==> config.mk <==
export PLATFORM = sky130hd
export DESIGN_NAME = uart_rx_flat
export DESIGN_NICKNAME = d
export VERILOG_FILES = /design/src/rtl/uart_rx_if.sv /design/src/rtl/uart_rx.sv /design/src/flat_wrapper.sv
export SDC_FILE = /design/constraint.sdc
export NUM_CORES = 1
export LEC_CHECK = 0
export ABC_CLOCK_PERIOD_IN_PS = 3600
export CAP_MARGIN = 10
export CORE_ASPECT_RATIO = 1.4
export CORE_MARGIN = 5
export CORE_UTILIZATION = 44
export DETAILED_ROUTE_END_ITERATION = 10
export PLACE_DENSITY = 0.66
export REMOVE_ABC_BUFFERS = 1
export SETUP_SLACK_MARGIN = 0.3
export SYNTH_ARGS = -nofsm -noshare
export SYNTH_HDL_FRONTEND = slang
export SYNTH_SLANG_ARGS = --single-unit
==> constraint.sdc <==
create_clock -name clk -period 3.6 [get_ports clk]
set_clock_uncertainty 0.05 [all_clocks]
set_input_delay 0.54 -clock clk [delete_from_list [all_inputs] [get_ports clk]]
set_output_delay 0.54 -clock clk [all_outputs]
set_load 0.01 [all_outputs]
==> src/rtl/uart_rx_if.sv <==
// Serial-receiver port bundle: line and divider in, byte and strobes out.
interface uart_rx_if #(
  parameter int DIV_WIDTH = 8
);
  logic                 rx;
  logic [DIV_WIDTH-1:0] div;
  logic [7:0]           data;
  logic                 valid;
  logic                 ferr;

  modport master (output rx, div, input data, valid, ferr);
  modport slave  (input rx, div, output data, valid, ferr);
endinterface

==> src/rtl/uart_rx.sv <==
// 8N1 UART receiver, bit period div+2 clocks, one-cycle valid/ferr strobes.
// Optional 3-sample majority glitch filter: define UART_RX_FILTER_EN.
module uart_rx #(
  parameter int DIV_WIDTH = 8
) (
  input  logic     clk,
  input  logic     rst,
  uart_rx_if.slave bus
);
  typedef enum logic [2:0] {IDLE, START, DATA, STOP, WAIT_HIGH} state_t;

  state_t               r_state;
  logic                 r_s1, r_s2;
  logic [DIV_WIDTH:0]   r_cnt;
  logic [2:0]           r_bitcnt;
  logic [7:0]           r_shift;
  logic [7:0]           r_data;
  logic                 r_valid, r_ferr;
  logic                 w_rxs;
  logic                 w_tick;
  logic [DIV_WIDTH-1:0] w_half;

  always_ff @(posedge clk) begin
    if (rst) begin
      r_s1 <= 1'b1;
      r_s2 <= 1'b1;
    end else begin
      r_s1 <= bus.rx;
      r_s2 <= r_s1;
    end
  end

`ifdef UART_RX_FILTER_EN
  logic [1:0] r_flt;
  always_ff @(posedge clk) begin
    if (rst) r_flt <= 2'b11;
    else     r_flt <= {r_flt[0], r_s2};
  end
  assign w_rxs = (r_s2 & r_flt[0]) | (r_s2 & r_flt[1]) | (r_flt[0] & r_flt[1]);
`else
  assign w_rxs = r_s2;
`endif

  // Counter runs div..0 then wraps to all-ones; the MSB marks the sample tick.
  assign w_tick = r_cnt[DIV_WIDTH];
  assign w_half = bus.div >> 1;

  always_ff @(posedge clk) begin
    if (rst) begin
      r_state  <= IDLE;
      r_cnt    <= '0;
      r_bitcnt <= '0;
      r_shift  <= '0;
      r_data   <= '0;
      r_valid  <= 1'b0;
      r_ferr   <= 1'b0;
    end else begin
      r_valid <= 1'b0;
      r_ferr  <= 1'b0;
      if (r_state == START || r_state == DATA || r_state == STOP) begin
        if (w_tick) r_cnt <= {1'b0, bus.div};
        else        r_cnt <= r_cnt - {{DIV_WIDTH{1'b0}}, 1'b1};
      end
      case (r_state)
        IDLE: begin
          if (!w_rxs) begin
            r_cnt   <= {1'b0, w_half};
            r_state <= START;
          end
        end
        START: begin
          if (w_tick) begin
            r_bitcnt <= '0;
            r_state  <= w_rxs ? IDLE : DATA;
          end
        end
        DATA: begin
          if (w_tick) begin
            r_shift  <= {w_rxs, r_shift[7:1]};
            r_bitcnt <= r_bitcnt + 3'd1;
            if (r_bitcnt == 3'd7) r_state <= STOP;
          end
        end
        STOP: begin
          if (w_tick) begin
            r_data <= r_shift;
            if (w_rxs) begin
              r_valid <= 1'b1;
              r_state <= IDLE;
            end else begin
              r_ferr  <= 1'b1;
              r_state <= WAIT_HIGH;
            end
          end
        end
        // Break condition: ignore the line until it returns high.
        WAIT_HIGH: begin
          if (w_rxs) r_state <= IDLE;
        end
        default: r_state <= IDLE;
      endcase
    end
  end

  assign bus.data  = r_data;
  assign bus.valid = r_valid;
  assign bus.ferr  = r_ferr;
endmodule

==> src/flat_wrapper.sv <==
// flat-port wrapper written by rule: the top's interface ports become plain ports
module uart_rx_flat 
#(
  parameter int DIV_WIDTH = 8
)
  (clk, rst, bus_rx, bus_div, bus_data, bus_valid, bus_ferr);
  uart_rx_if #(.DIV_WIDTH(DIV_WIDTH)) bus_i ();
  input  logic clk;
  input  logic rst;
  input wire logic [$bits(bus_i.rx)-1:0] bus_rx;
  input wire logic [$bits(bus_i.div)-1:0] bus_div;
  output wire logic [$bits(bus_i.data)-1:0] bus_data;
  output wire logic [$bits(bus_i.valid)-1:0] bus_valid;
  output wire logic [$bits(bus_i.ferr)-1:0] bus_ferr;
  assign bus_i.rx = bus_rx;
  assign bus_i.div = bus_div;
  assign bus_data = bus_i.data;
  assign bus_valid = bus_i.valid;
  assign bus_ferr = bus_i.ferr;
  uart_rx #(.DIV_WIDTH(DIV_WIDTH)) u_core (.clk(clk), .rst(rst), .bus(bus_i));
endmodule
==> metrics.csv <==
stage;metric;value;unit
sta;count of final setup violators;0;
critical_path;CP startpoint kind;flop;
floorplan;Die X;61.2;um
hold_path;hold path start;u_core.r_s1$_SDFF_PP1_;
pwr;switch share;27.0;%
critical_path;worst r2r dst;u_core.r_shift[7]$_SDFFE_PP0P_;
placement;I/O Buffers;20;
sta;Worst-Margin Slew;0.528;ns
floorplan;Initial Utilization;44.6;%
clock_tree;CTS Sinks;35;
floorplan;Total Die Area;4990;um^2
sta;Period minus WS final;1.87;ns
clock_tree;postcts setup bufs;0;
drt;Antenna Violating Nets Remaining;0;
drt;via count;1415;
run_status;status;completed;
layout;Layout area overhead;18.3;%
critical_path;Worst R2R Start;u_core.r_cnt[8]$_SDFF_PP0_;
synth;fraction of registers with async set/reset;0;%
synth;mux cell area share after synthesis;6.91;%
pwr;part of the power in registers;52.3;%
synth;flops & latches, synth;35;
layout;design area;1910;um^2
synth;Area contributors post-synth;dfxtp_1, mux2i_1, nand2_1;
hold_path;hold worst-path end;u_core.r_s2$_SDFF_PP1_;
synth;Compound-Gate Fraction of Synth Area;20.3;%
sta;max frequency;535;MHz
placement;Detail Placement HPWL;2.66;mm
critical_path;R2R depth;4;
pwr;pwr/cell area;417;nW/um^2
global_routing;Overflow after GRT;0;
clock_tree;PostCTS Resize Cnt;0;
synth;Synth Area in XOR/XNOR;0;%
critical_path;CP Cell Sequence;and2b_1 > and3b_1 > mux2i_1 > nor2_1;
sta;period utilization;52.0;%
critical_path;critical path's largest stage delay;0.65;ns
clock_tree;Max Root-Sink Buffers;2;
pwr;Peak VDD IR;248;uV
pwr;clock network power share;35.8;%
synth;sequential area share after synthesis;43.5;%
drt;TritonRoute pass-1 iters;4;
synth;Syn Std Cell Area;1610;um^2
sta;unrepaired setup endpoints after global routing;false;
drt;First DRT Iteration DRCs;37;
critical_path;Setup CP Type;reg2reg;
synth;Simple-Gate Fraction of Synth Area;22.4;%
clock_tree;Clock Latency Late Sink;0.29;ns
layout;fill count;358;
sta;setup_tns;0;ns
clock_tree;Hold Buf Count CTS;0;
synth;Post-synth EDFFs;0;
flow_run;max cap viols;0;
hold_path;hold path cells;1;
pwr;Internal;0.000580;W
sta;relative slew slack;64.8;%
clock_tree;CTS tree;yes;
hold_path;HP Class;reg2reg;
critical_path;arrival time of the worst setup path;1.99;ns
global_routing;initial antenna violation count;0;
layout;utilization of the core after routing;52.8;%
synth;Syn Area/Cell;8.66;um^2
drt;WL final;3.68;mm
critical_path;element type at the critical path end;flop;
synth;area share of the largest cell type after synthesis;43.5;%
global_routing;largest net degree at the start of global routing;24;
critical_path;CP bufs+invs;0;
synth;post-synth cell types;45;
pwr;P_sw;0.000215;W
layout;Diodes inserted;0;
drt;WL per Instance;15.0;um
placement;final estimated routing congestion in global placement;0.790;
critical_path;Worst Path Required;3.72;ns
clock_tree;Root Buffer;clkbuf_8;
layout;share of cells above drive strength 1;10.3;%
synth;Synth Warn #;0;
layout;area of the multi-input gates;838;um^2
global_routing;number of global-route vias before repair;1458;
floorplan;core area;3610;um^2
synth;area share of fa/ha/maj cells after synthesis;2.33;%
critical_path;delay-heaviest family, CP;simple AND/OR/NAND/NOR gates;
floorplan;FP Rows;26;
sta;Final Hold Fails;0;
critical_path;Worst Path Max Fanout;16;
drt;Post-route DRC;0;
global_routing;global-route wire length before repair;6.31;mm
synth;cell count after synthesis;186;
pwr;leakage;0.656;nW
drt;routed vias/inst;5.75;
placement;placed cell area;1820;um^2
layout;Final nets;217;
sta;max-slew violations;0;
layout;register area;701;um^2
synth;top_reg_cell synth;dfxtp_1;
clock_tree;clock transition at the registers of the reported paths;0.07;ns
critical_path;Worst path slowest cell;dfxtp_1;
floorplan;# IOs;21;
clock_tree;H-tree depth;2;
pwr;Logic pwr share;11.9;%
pwr;total power;0.000795;W
global_routing;Overall Global Routing Usage;16.5;%
clock_tree;Inserted Clock Buffers;5;
synth;area leader, netlist;dfxtp_1;
critical_path;r2r setup slk;1.73;ns
floorplan;Die Height;81.6;um
synth;largest family of logic cells by synthesized area;simple AND/OR/NAND/NOR gates;
-- area by class of cell --
cell class,count,share of cell area (%)
flip-flops and latches,35,36.7
multi-input cells,135,44.0
repair buffers,21,10.9
inverters,5,0.984
well taps,42,2.76
clock buffers,5,3.61
clock inverters,3,1.05
-- kinds of logic after synthesis --
| kind of cell | count (synthesis) |
|---|---|
| and+or+nand+nor | 72 |
| AOI/OAI and AO/OA | 49 |
| DFF | 35 |
| buffers and inverters | 16 |
| muxes | 11 |
| adders and majority gates | 3 |
-- sequential cells by signal, summed over array words and instances, names as in the netlist, 3 cells and up --
signal / cells
u_core.r_cnt: 9
u_core.r_state: 3
u_core.r_shift: 8
u_core.r_bitcnt: 3
u_core.bus.data: 8
-- worst max-delay path by stage --
stage / from / endpoint / slack [ns] / cells past startpoint
2_1_floorplan: u_core.r_cnt[8]$_SDFF_PP0_ / u_core.r_shift[0]$_SDFFE_PP0P_ / 2.02 / 4
3_3_place_gp: rst / u_core.r_cnt[6]$_SDFF_PP0_ / 1.76 / 4
3_5_place_dp: u_core.r_cnt[8]$_SDFF_PP0_ / u_core.r_shift[5]$_SDFFE_PP0P_ / 1.73 / 4
4_1_cts: u_core.r_cnt[8]$_SDFF_PP0_ / u_core.r_shift[7]$_SDFFE_PP0P_ / 1.73 / 4
5_1_grt: u_core.r_cnt[8]$_SDFF_PP0_ / u_core.r_shift[6]$_SDFFE_PP0P_ / 1.60 / 4
6_report: u_core.r_cnt[8]$_SDFF_PP0_ / u_core.r_shift[7]$_SDFFE_PP0P_ / 1.73 / 4
-- layout by cell type, fill, tap and decap left out, types with 3 or more instances in the layout --
master	Yosys	final
nor2_1	18	18
o21ai_0	7	7
and3_1	3	3
nor3_1	6	6
a2bb2oi_1	3	3
nand2_1	25	25
inv_1	4	4
a21oi_1	17	17
a211oi_1	4	4
dfxtp_1	35	35
mux2i_1	10	10
clkdlybuf4s50_1	0	20
nand3_1	5	5
ha_1	3	3
clkbuf_8	0	5
-- power by group through the flow --
stage               combinational (W)  clock (W)  sequential (W)
floorplan                   0.0000634          0        0.000420
global placement            0.0000925          0        0.000423
detailed placement          0.0000945          0        0.000424
CTS                         0.0000952   0.000293        0.000415
global route                 0.000108   0.000315        0.000417
finish                      0.0000947   0.000285        0.000415
-- routing by layer --
metal | track usage (%) | vias to the layer above | part of all wire, %
li1 | - | 703 | -
met1 | 17.9 | 665 | 42
met2 | 28.5 | 35 | 50
met3 | 4.56 | 12 | 4.4
met4 | 8.46 | 0 | 3.3
met5 | 0 | - | 0
-- per-stage QoR --
| step | setup WS [ns] | cells | hold WS, ns |
|---|---|---|---|
| 2_1_floorplan | 2.02 | 175 | 0.339 |
| 3_3_place_gp | 1.76 | 238 | 0.348 |
| 3_5_place_dp | 1.73 | 238 | 0.347 |
| 4_1_cts | 1.73 | 246 | 0.367 |
| 5_1_grt | 1.60 | 246 | 0.393 |
| 6_report | 1.73 | 246 | 0.364 |
-- cell usage after synthesis, drive strengths merged (3+ instances only) --
| library cell | number |
|---|---|
| dfxtp | 35 |
| nand2 | 25 |
| a21oi | 18 |
| nor2 | 18 |
| mux2i | 10 |
| o21ai | 9 |
| nor3 | 8 |
| buf | 6 |
| a211oi | 5 |
| clkbuf | 5 |
| inv | 5 |
| nand3 | 5 |
| a2bb2oi | 3 |
| and3 | 3 |
| ha | 3 |
| nor4 | 3 |
-- worst register-to-register path, stage by stage (launching register included) --
cell and delay (ns):
dfxtp_1 0.65, and2b_1 0.28, and3b_1 0.47, mux2i_1 0.26
nor2_1 0.05
Power figures use the tool's default switching activity.
